## src/rtl/core_mem_port.sv

```systemverilog
// rtl/core_mem_port.sv - core-side requester port onto a shared, granted memory controller
module core_mem_port #(
    parameter int READ_LAT = 2
) (
    input  logic        CLK,
    input  logic        rst,
    input  logic        start_rd,
    input  logic        start_wr,
    input  logic [7:0]  addr,
    input  logic [7:0]  wdata,
    output logic [7:0]  rdata,
    output logic        done,
    output logic        busy,
    output logic        req_err,
    output logic        rden,
    output logic        wren,
    output logic [7:0]  Address,
    output logic [7:0]  Din,
    input  logic [7:0]  Dq,
    input  logic        acq,
    output logic [15:0] stall_count
);

    typedef enum logic [1:0] {
        IDLE    = 2'd0,
        RD_REQ  = 2'd1,
        RD_WAIT = 2'd2,
        WR_REQ  = 2'd3
    } state_t;

    localparam logic [2:0] LAT_LOAD = 3'(READ_LAT);

    state_t     state;
    state_t     state_nxt;
    logic [2:0] lat_cnt;
    logic       stalled;

    // Requesting (either direction) while the controller has not granted us.
    assign stalled = ((state == RD_REQ) || (state == WR_REQ)) && !acq;

    // Controller-facing strobes and busy decode straight from the state.
    assign busy = (state != IDLE);
    assign rden = (state == RD_REQ) || (state == RD_WAIT);
    assign wren = (state == WR_REQ);

    // Next-state: a lost grant during the read window restarts the request.
    always_comb begin
        state_nxt = state;
        case (state)
            IDLE: begin
                if (start_rd)      state_nxt = RD_REQ;
                else if (start_wr) state_nxt = WR_REQ;
            end
            RD_REQ: begin
                if (acq) state_nxt = RD_WAIT;
            end
            RD_WAIT: begin
                if (!acq)              state_nxt = RD_REQ;
                else if (lat_cnt == 3'd1) state_nxt = IDLE;
            end
            WR_REQ: begin
                if (acq) state_nxt = IDLE;
            end
            default: state_nxt = IDLE;
        endcase
    end

    // State register.
    always_ff @(posedge CLK) begin
        if (rst) state <= IDLE;
        else     state <= state_nxt;
    end

    // Request latching, read-latency countdown, capture and completion pulses.
    always_ff @(posedge CLK) begin
        if (rst) begin
            Address <= 8'h00;
            Din     <= 8'h00;
            rdata   <= 8'h00;
            lat_cnt <= 3'd0;
            done    <= 1'b0;
            req_err <= 1'b0;
        end else begin
            done    <= 1'b0;
            req_err <= 1'b0;
            case (state)
                IDLE: begin
                    if (start_rd) begin
                        Address <= addr;
                        req_err <= start_wr;
                    end else if (start_wr) begin
                        Address <= addr;
                        Din     <= wdata;
                    end
                end
                RD_REQ: begin
                    if (acq) lat_cnt <= LAT_LOAD;
                end
                RD_WAIT: begin
                    if (!acq) begin
                        lat_cnt <= 3'd0;
                    end else if (lat_cnt == 3'd1) begin
                        lat_cnt <= 3'd0;
                        rdata   <= Dq;
                        done    <= 1'b1;
                    end else begin
                        lat_cnt <= lat_cnt - 3'd1;
                    end
                end
                WR_REQ: begin
                    if (acq) done <= 1'b1;
                end
                default: lat_cnt <= 3'd0;
            endcase
        end
    end

    // Saturating count of ungranted request cycles; only reset clears it.
    always_ff @(posedge CLK) begin
        if (rst)                                   stall_count <= 16'h0000;
        else if (stalled && stall_count != 16'hFFFF) stall_count <= stall_count + 16'd1;
    end

endmodule

```

## config.mk

```make
export PLATFORM = sky130hd
export DESIGN_NAME = core_mem_port
export DESIGN_NICKNAME = d
export VERILOG_FILES = /design/src/rtl/core_mem_port.sv
export SDC_FILE = /design/constraint.sdc
export NUM_CORES = 1
export LEC_CHECK = 0
export BUFFER_PORTS_ARGS = -buffer_cell sky130_fd_sc_hd__buf_2
export CAP_MARGIN = 15
export CORE_UTILIZATION = 45
export DETAILED_ROUTE_END_ITERATION = 8
export PLACE_DENSITY_LB_ADDON = 0.1
export SLEW_MARGIN = 20
export SYNTH_ARGS = -nofsm -noshare
export SYNTH_HDL_FRONTEND = slang
export SYNTH_SLANG_ARGS = --single-unit
```

## constraint.sdc

```tcl
create_clock -name CLK -period 2.8 [get_ports CLK]
set_clock_uncertainty 0.1 [all_clocks]
set_input_delay 0.14 -clock CLK [delete_from_list [all_inputs] [get_ports CLK]]
set_output_delay 0.14 -clock CLK [all_outputs]
set_load 0.02 [all_outputs]
```

==> results.md, run 1 <==
- The peak supply drop is 0.4055 mV.
- Measured in cells, the most critical reg-to-reg path has a length of 6.
- Counting flops with an async set or reset pin after synthesis yields a share of 0.
- Counting flops with a built-in enable in the synthesized netlist gives 0.
- The library cells used most frequently in the layout, excluding fill and tap cells, are 73 x sky130_fd_sc_hd__buf_2, 47 x sky130_fd_sc_hd__dfxtp_1, 26 x sky130_fd_sc_hd__nand2_1.
- The areal power density over the cells is roughly 650 nW/um^2.
- The synthesis-stage register bit count is 47.
- The number of vias per cell after detailed routing is 5.190.
- In this run the critical register-to-register path is launched from state[1]$_SDFFE_PP0P_.
- The largest net degree at the start of global routing is 40.
- The first-pass GRT wire length is 8.211 mm.
- The slack of the worst reg-to-reg path is roughly 430 ps.
- After legalization and detailed placement, the total HPWL measured roughly 3.3 mm.
- Counting every instance in the synthesized netlist gives 236.
- The clock tree from TritonCTS is yes.
- The number of antenna diodes in the final layout is 0.
- The maximum fanout count along the critical path is 15.
- The tool flagged a number of max-cap violations equal to 0.
- Setup repair after global routing left no endpoint under its margin.
- For the final routed database, the setup TNS stands at 0 ps.
- The critical path required time is around 3000 ps.
- The measured slew at the worst slew-check pin is ~950 ps.
- The total overflow left after global routing is 0.
- At the worst endpoint, the arrival time is around 2500 ps.
- The count of endpoints failing hold in the final timing report was 0.
- The total of warnings raised by yosys is 0.
- The library cell used most frequently in the layout, excluding fill and tap cells, is sky130_fd_sc_hd__buf_2.
- The number of unique standard cell types used by synthesis is 40.
- The min-delay analysis places its worst path in the category input port to flip-flop.
- After detailed routing, the average wire length per cell comes to approximately 12 um.
- The routed layout has 2024 vias.
- The worst slew slack as a fraction of its limit is 0.3593.
- For this block, the initial DRC count from the detailed router was 84.
- The reg-to-reg critical path endpoint is stall_count[13]$_SDFFE_PP0P_.
- Based on the critical path, the design can be clocked at up to 422.1 MHz.
- The first-pass iteration count of the detailed router is 5.
- The core box area is roughly 4400 um^2.
- The dominant register cell in the synthesized netlist is sky130_fd_sc_hd__dfxtp_1.
- The area enclosed by the die boundary is between 4000 and 5000 um^2.
- The die is around 70 um wide.
- The final routed DRC violation total is 0.
- The number of pins with negative max-slew slack in the final report is 0.
- The number of nets in the final layout is about 370.
- The post-synth design cell area is between 2000 and 2500 um^2.
- In this run the static leakage power is between 1 and 1.5 nW.
- The average cell area after synthesis is between 8 and 9 um^2.
- After clock tree synthesis, the clock-pin slew on the worst setup and hold paths is around 80 ps.
- During I/O placement, the number of pins put on the boundary was 74.
- The initial antenna violation count came to 0.
- The layout cell share with drive strength beyond 1 is 0.2722.
- The clock latency on the worst-skew pair is ~300 ps.
- The share of the Yosys chip area taken by registers is 0.4500.
- The worst setup path is captured at a flip-flop.
- The period utilization is 0.8462.
- The final core utilization is 0.6531.
- From synthesis to final layout, the design area changed by 37.88%.
- Summed over all layers, the routed wires come to 4.821 mm.
- The overall track demand over capacity in global routing is 0.2043.
- After layout, the design draws a total of ~0.0019 W.
- When the netlist entered floorplanning its net count stood at about 270.
- The standard-cell row count is 24.
- The number of buffers inserted by port buffering is 73.
- The number of setup violations in the final report is 0.
- The clock passes through at most 2 buffers.
- The root buffer cell chosen for the clock tree is sky130_fd_sc_hd__clkbuf_8.
- The H-tree generated during clock tree synthesis spans 2 levels.
- The residual antenna-violating net count after detailed routing is 0.
- For this configuration, the core starts out at a cell density of 0.4736.
- The clock sink total is 47.
- The post-layout minimum cycle time is approximately 2400 ps.
- Clock tree synthesis inserted a total of 5 buffers.
- The number of global-route vias before repair is around 1900.
- STA classifies the critical path startpoint as a flip-flop.
- The run finished with clean final reports.
- Measured along the y axis, the die boundary spans around 70 um.
- The critical path in this run is classified as flip-flop to flip-flop.
- The congestion estimate from routability-driven global placement came to roughly 0.90.
- The startpoint of the most critical setup path is state[1]$_SDFFE_PP0P_.
- In this run the worst setup path terminates at stall_count[13]$_SDFFE_PP0P_.
-- registers in the layout, summed over array words and instances, names as in the netlist --
name / count
done: 1
Din: 8
stall_count: 16
lat_cnt: 3
req_err: 1
rdata: 8
Address: 8
state: 2
-- how the worst min path moves through the flow --
stage	slack, ps	end	cells after the start	startpoint
6_report	2	Address[7]$_SDFFE_PP0P_	3	addr[7]
5_1_grt	10	Address[7]$_SDFFE_PP0P_	3	addr[7]
4_1_cts	5	Address[7]$_SDFFE_PP0P_	3	addr[7]
3_5_place_dp	280	Address[1]$_SDFFE_PP0P_	3	addr[1]
3_3_place_gp	270	Din[7]$_SDFFE_PP0P_	3	wdata[7]
2_1_floorplan	180	rdata[0]$_SDFFE_PP0P_	2	Dq[0]
-- what timing repair did --
| action | in CTS | in global routing |
|---|---|---|
| buffers inserted | 0 | 0 |
| endpoints found under the hold margin | 23 | 0 |
| resized for setup | 0 | 0 |
| hold buffers | 23 | 0 |
-- per-stage QoR --
| stage | hold slack [ps] | cell area (um^2) | std cells | setup WS [ps] |
|---|---|---|---|---|
| after floorplan | 176.0 | 2091 | 236 | 589.8 |
| after global placement | 269.3 | 2535 | 359 | 539.5 |
| after detailed placement | 278.2 | 2535 | 359 | 458.2 |
| after CTS | 4.527 | 2883 | 390 | 424.1 |
| after global routing | 14.60 | 2883 | 390 | 312.8 |
| final | 2.360 | 2883 | 390 | 430.6 |
-- layer usage --
layer | part of all wire | GRT usage | up-vias
li1 | - | - | 1052
met2 | 0.49 | 0.3547 | 54
met3 | 0.044 | 0.04762 | 9
met5 | 0 | 0 | -
met4 | 0.015 | 0.07333 | 0
met1 | 0.45 | 0.2452 | 909
-- critical path, stage by stage (launching register included) --
cell,delay [ps]
sky130_fd_sc_hd__dfxtp_1,330
sky130_fd_sc_hd__inv_1,100
sky130_fd_sc_hd__ha_1,230
sky130_fd_sc_hd__o21bai_4,150
sky130_fd_sc_hd__or4_1,680
sky130_fd_sc_hd__or4_1,550
sky130_fd_sc_hd__a21oi_1,140
-- where the power goes --
group	internal [W]	leakage (nW)	switching, W
Clock	0.000289	0.0612	0.000216
Sequential	0.000740	0.382	0.0000424
Combinational	0.000238	0.846	0.000359
-- final cells by class --
type	instances	area, um^2
timing repair buffer	102	640.6
sequential	47	940.9
clock inverter	2	35.03
inverter	12	45.04
multi-input combinational	169	1074
clock buffer	6	82.58
fill	384	1531
tap	52	65.06
-- cell usage after synthesis (all sizes together) (3+ instances only) --
cell type / number / share of area
clkbuf: 5 / 0.0090
nand4: 4 / 0.012
a21oi: 18 / 0.043
buf: 3 / 0.0060
nor2b: 3 / 0.0090
ha: 7 / 0.042
nand3: 7 / 0.017
nor3: 7 / 0.017
o21ai: 8 / 0.019
o31ai: 4 / 0.014
or3: 4 / 0.012
inv: 12 / 0.022
nor2: 23 / 0.041
mux2i: 16 / 0.077
or4: 7 / 0.025
nand2: 26 / 0.047
nor4: 6 / 0.021
a211oi: 8 / 0.029
dfxtp: 47 / 0.45
-- kinds of logic (layout without fill, tap and decap cells) --
family / Yosys count / count (layout) / synth area share
AOI/OAI and AO/OA: 45 / 45 / 0.1364
DFF: 47 / 47 / 0.4500
and+or+nand+nor: 99 / 99 / 0.2478
buffers and inverters: 20 / 122 / 0.03650
muxes: 18 / 18 / 0.08737
adders and majority gates: 7 / 7 / 0.04189
Power figures use the tool's default switching activity.
==> run 2: changes to the inputs <==
==> constraint.sdc (replaced) <==
create_clock -name CLK -period 2.5 [get_ports CLK]
set_clock_uncertainty 0.1 [all_clocks]
set_input_delay 0.125 -clock CLK [delete_from_list [all_inputs] [get_ports CLK]]
set_output_delay 0.125 -clock CLK [all_outputs]
set_load 0.02 [all_outputs]
==> results.md, run 2 (synthesis gave the netlist of run 1 again) <==
- The final core utilization is 0.6480.
- The depth of the worst register-to-register path is 6.
- The highest clock frequency the design can meet is about 450 MHz.
- The leakage component of the power is roughly 1.3 nW.
- The number of global-route vias before repair is between 1500 and 2000.
- The critical path launch point type is a flip-flop.
- After routing, the total negative slack on setup checks comes to 0 ps.
- The critical path is of the flip-flop to flip-flop type.
- In the final design database the tool counted approximately 370 nets.
- In this run the tool buffered the top-level ports with 73 buffer cells.
- Setup violations remaining at the end of the flow were counted as 0.
- The root buffer cell chosen for the clock tree is sky130_fd_sc_hd__clkbuf_8.
- The areal power density over the cells is a little under 700 nW/um^2.
- From left edge to right edge, the die measures ~70 um.
- In this run the worst path has a maximum fanout of 8.
- The vias after detailed routing is between 2000 and 2500.
- Once detail routing completed, the nets flagged for antenna violations numbered 0.
- Counting flops per register, the top entry is stall_count.
- The library cell used most frequently in the layout, excluding fill and tap cells, is sky130_fd_sc_hd__buf_2.
- The number of antenna diodes in the final layout is 0.
- The post-CTS setup repair buffer count is 0.
- The post-cts resize count is 0.
- The run finished with clean final reports.
- The first detailed-routing pass ran for 4 iterations.
- The number of violations reported at the end of detailed-routing iteration 0 is around 130.
- The worst pin sits at a relative slew slack of 0.4092.
- The core box area is approximately 4400 um^2.
- Across the run, the number of max-cap violations was 0.
- The worst setup path is captured at a flip-flop.
- The worst register-to-register path has a setup slack of ~260 ps.
- The peak supply drop is 0.3419 mV.
- The final worst-path setup slack is 262.3 ps.
- The largest single stage delay on the critical path is around 650 ps.
- After clock tree synthesis, the flow added hold-fix buffers numbering 24.
- The HPWL reported at the end of detailed placement is 3.288 mm.
- After detailed routing, the average wire length per cell comes to between 10 and 15 um.
- The finished cells cover between 2000 and 3000 um^2.
- The post-detailed-routing wire length is roughly 5.0 mm.
- For this run, design rule violations remaining after detail routing come to 0.
- The termination of the worst setup path is stall_count[13]$_SDFFE_PP0P_.
- The signal on the critical path passes through inv_1 -> ha_1 -> o21bai_4 -> or4_1 -> or4_1 -> a21oi_1.
- The number of pins with negative max-slew slack in the final report is 0.
- The clock buffer count from CTS is 5.
- In the finished design, the share of the clock period the worst path needs comes to 0.8951.
- Once placement finished, the instance area stood at 2535 um^2.
- The weighted congestion at the end of routability-driven global placement is around 0.86.
- The starting utilization of the core area is 0.4736.
- Summed over all layers, the global routing overflow is 0.
- The number of vias per cell after detailed routing is 5.271.
- Clock tree synthesis found a total of 47 sinks.
- The endpoint identified for the worst register-to-register timing path is stall_count[13]$_SDFFE_PP0P_.
- Setup repair after global routing left no endpoint under its margin.
- Tracing the worst setup path back leads to its startpoint at state[1]$_SDFFE_PP0P_.
- The overall track demand over capacity in global routing is 0.2117.
- Leaving out fill and tap cells, the most frequent cells in the layout are 73 x sky130_fd_sc_hd__buf_2, 47 x sky130_fd_sc_hd__dfxtp_1, 26 x sky130_fd_sc_hd__nand2_1.
- The area enclosed by the die boundary is slightly below 5000 um^2.
- The clock tree from TritonCTS is yes.
- The growth of design area from synthesis to finish is 36.80%.
- The H-tree generated during clock tree synthesis spans 2 levels.
- The path class of the tightest hold or removal check is input port to flip-flop.
- At the pin with the least slew margin, the transition time is around 900 ps.
- The count of endpoints failing hold in the final timing report is 0.
- The clock slew seen by the registers of the worst setup and hold paths is 90 ps.
- For the worst setup path, the data arrival time is approximately 2400 ps.
- Prior to clock tree synthesis, the placed netlist has a worst setup slack of between 200 and 300 ps.
- The first global-routing pass estimated 8.369 mm of wire.
- The layout cell share with drive strength beyond 1 is 0.2684.
- The number of flip-flops under the largest register name is 16.
- No sink is reached through more buffers than the 2 on the longest clock path.
- The I/O pin count is between 70 and 80.
- The floorplan has 24 rows.
- The floorplan step set the die height to between 70 and 80 um.
- The most repeated library cell on the critical path is sky130_fd_sc_hd__or4_1.
- Entering global routing, the biggest net connects 39 pins.
- The initial antenna violation count is 0.
- At the worst endpoint, the required time is approximately 2600 ps.
- The slowest library cell on the worst path is sky130_fd_sc_hd__or4_1.
- In this run the critical register-to-register path is launched from state[1]$_SDFFE_PP0P_.
- The clock latency on the worst-skew pair is around 300 ps.
- The post-layout minimum cycle time is 2238 ps.
==> run 2: cell count changes in the layout (fill, tap and decap cells not counted), sizes merged <==
cell,change
bufinv,-1
clkinvlp,+1
dlygate4sd3,+1
==> run 2: stage by stage <==
step / hold slack, ps / total power (W) / cells
floorplan: 161.0 / 0.001354 / 236
global placement: 254.4 / 0.001524 / 359
detailed placement: 265.7 / 0.001534 / 359
CTS: 33.02 / 0.002008 / 391
global route: 43.50 / 0.002118 / 391
finish: 41.71 / 0.001991 / 391
==> run 2: per-layer routing <==
layer	wire length (um)	up-vias	track usage	part of all wire
met3	209	6	0.04762	0.042
met2	2452	52	0.3665	0.49
met5	0	-	0	0
met4	71	0	0.07333	0.014
met1	2246	941	0.2570	0.45
li1	-	1062	-	-
==> run 2: power by group <==
group / total (W) / internal, W / switching, W
clock: 0.000445 / 0.000196 / 0.000249
combinational: 0.000671 / 0.000271 / 0.000400
sequential: 0.000876 / 0.000828 / 0.0000473
==> run 2: critical path, delay by kind of cell, from the launching register on <==
kind	cells	cell delay (ps)
DFF	1	330
AOI/OAI and AO/OA	2	230
and+or+nand+nor	2	1200
adders and majority gates	1	220
buffers and inverters	1	90
==> run 2: worst min-delay path by stage <==
stage	start	to	slack [ps]	cells past startpoint
6_report	acq	done$_SDFF_PP0_	40	3
5_1_grt	acq	done$_SDFF_PP0_	40	3
4_1_cts	acq	done$_SDFF_PP0_	30	3
3_5_place_dp	addr[7]	Address[7]$_SDFFE_PP0P_	270	3
3_3_place_gp	wdata[7]	Din[7]$_SDFFE_PP0P_	250	3
2_1_floorplan	Dq[0]	rdata[0]$_SDFFE_PP0P_	160	2
==> run 2: final cells by class <==
cell class / instances / area (um^2)
well taps: 52 / 65.06
clock buffers: 6 / 72.57
flip-flops and latches: 47 / 940.9
fillers: 380 / 1554
clock inverters: 2 / 12.51
repair buffers: 103 / 650.6
multi-input cells: 169 / 1074
inverters: 12 / 45.04
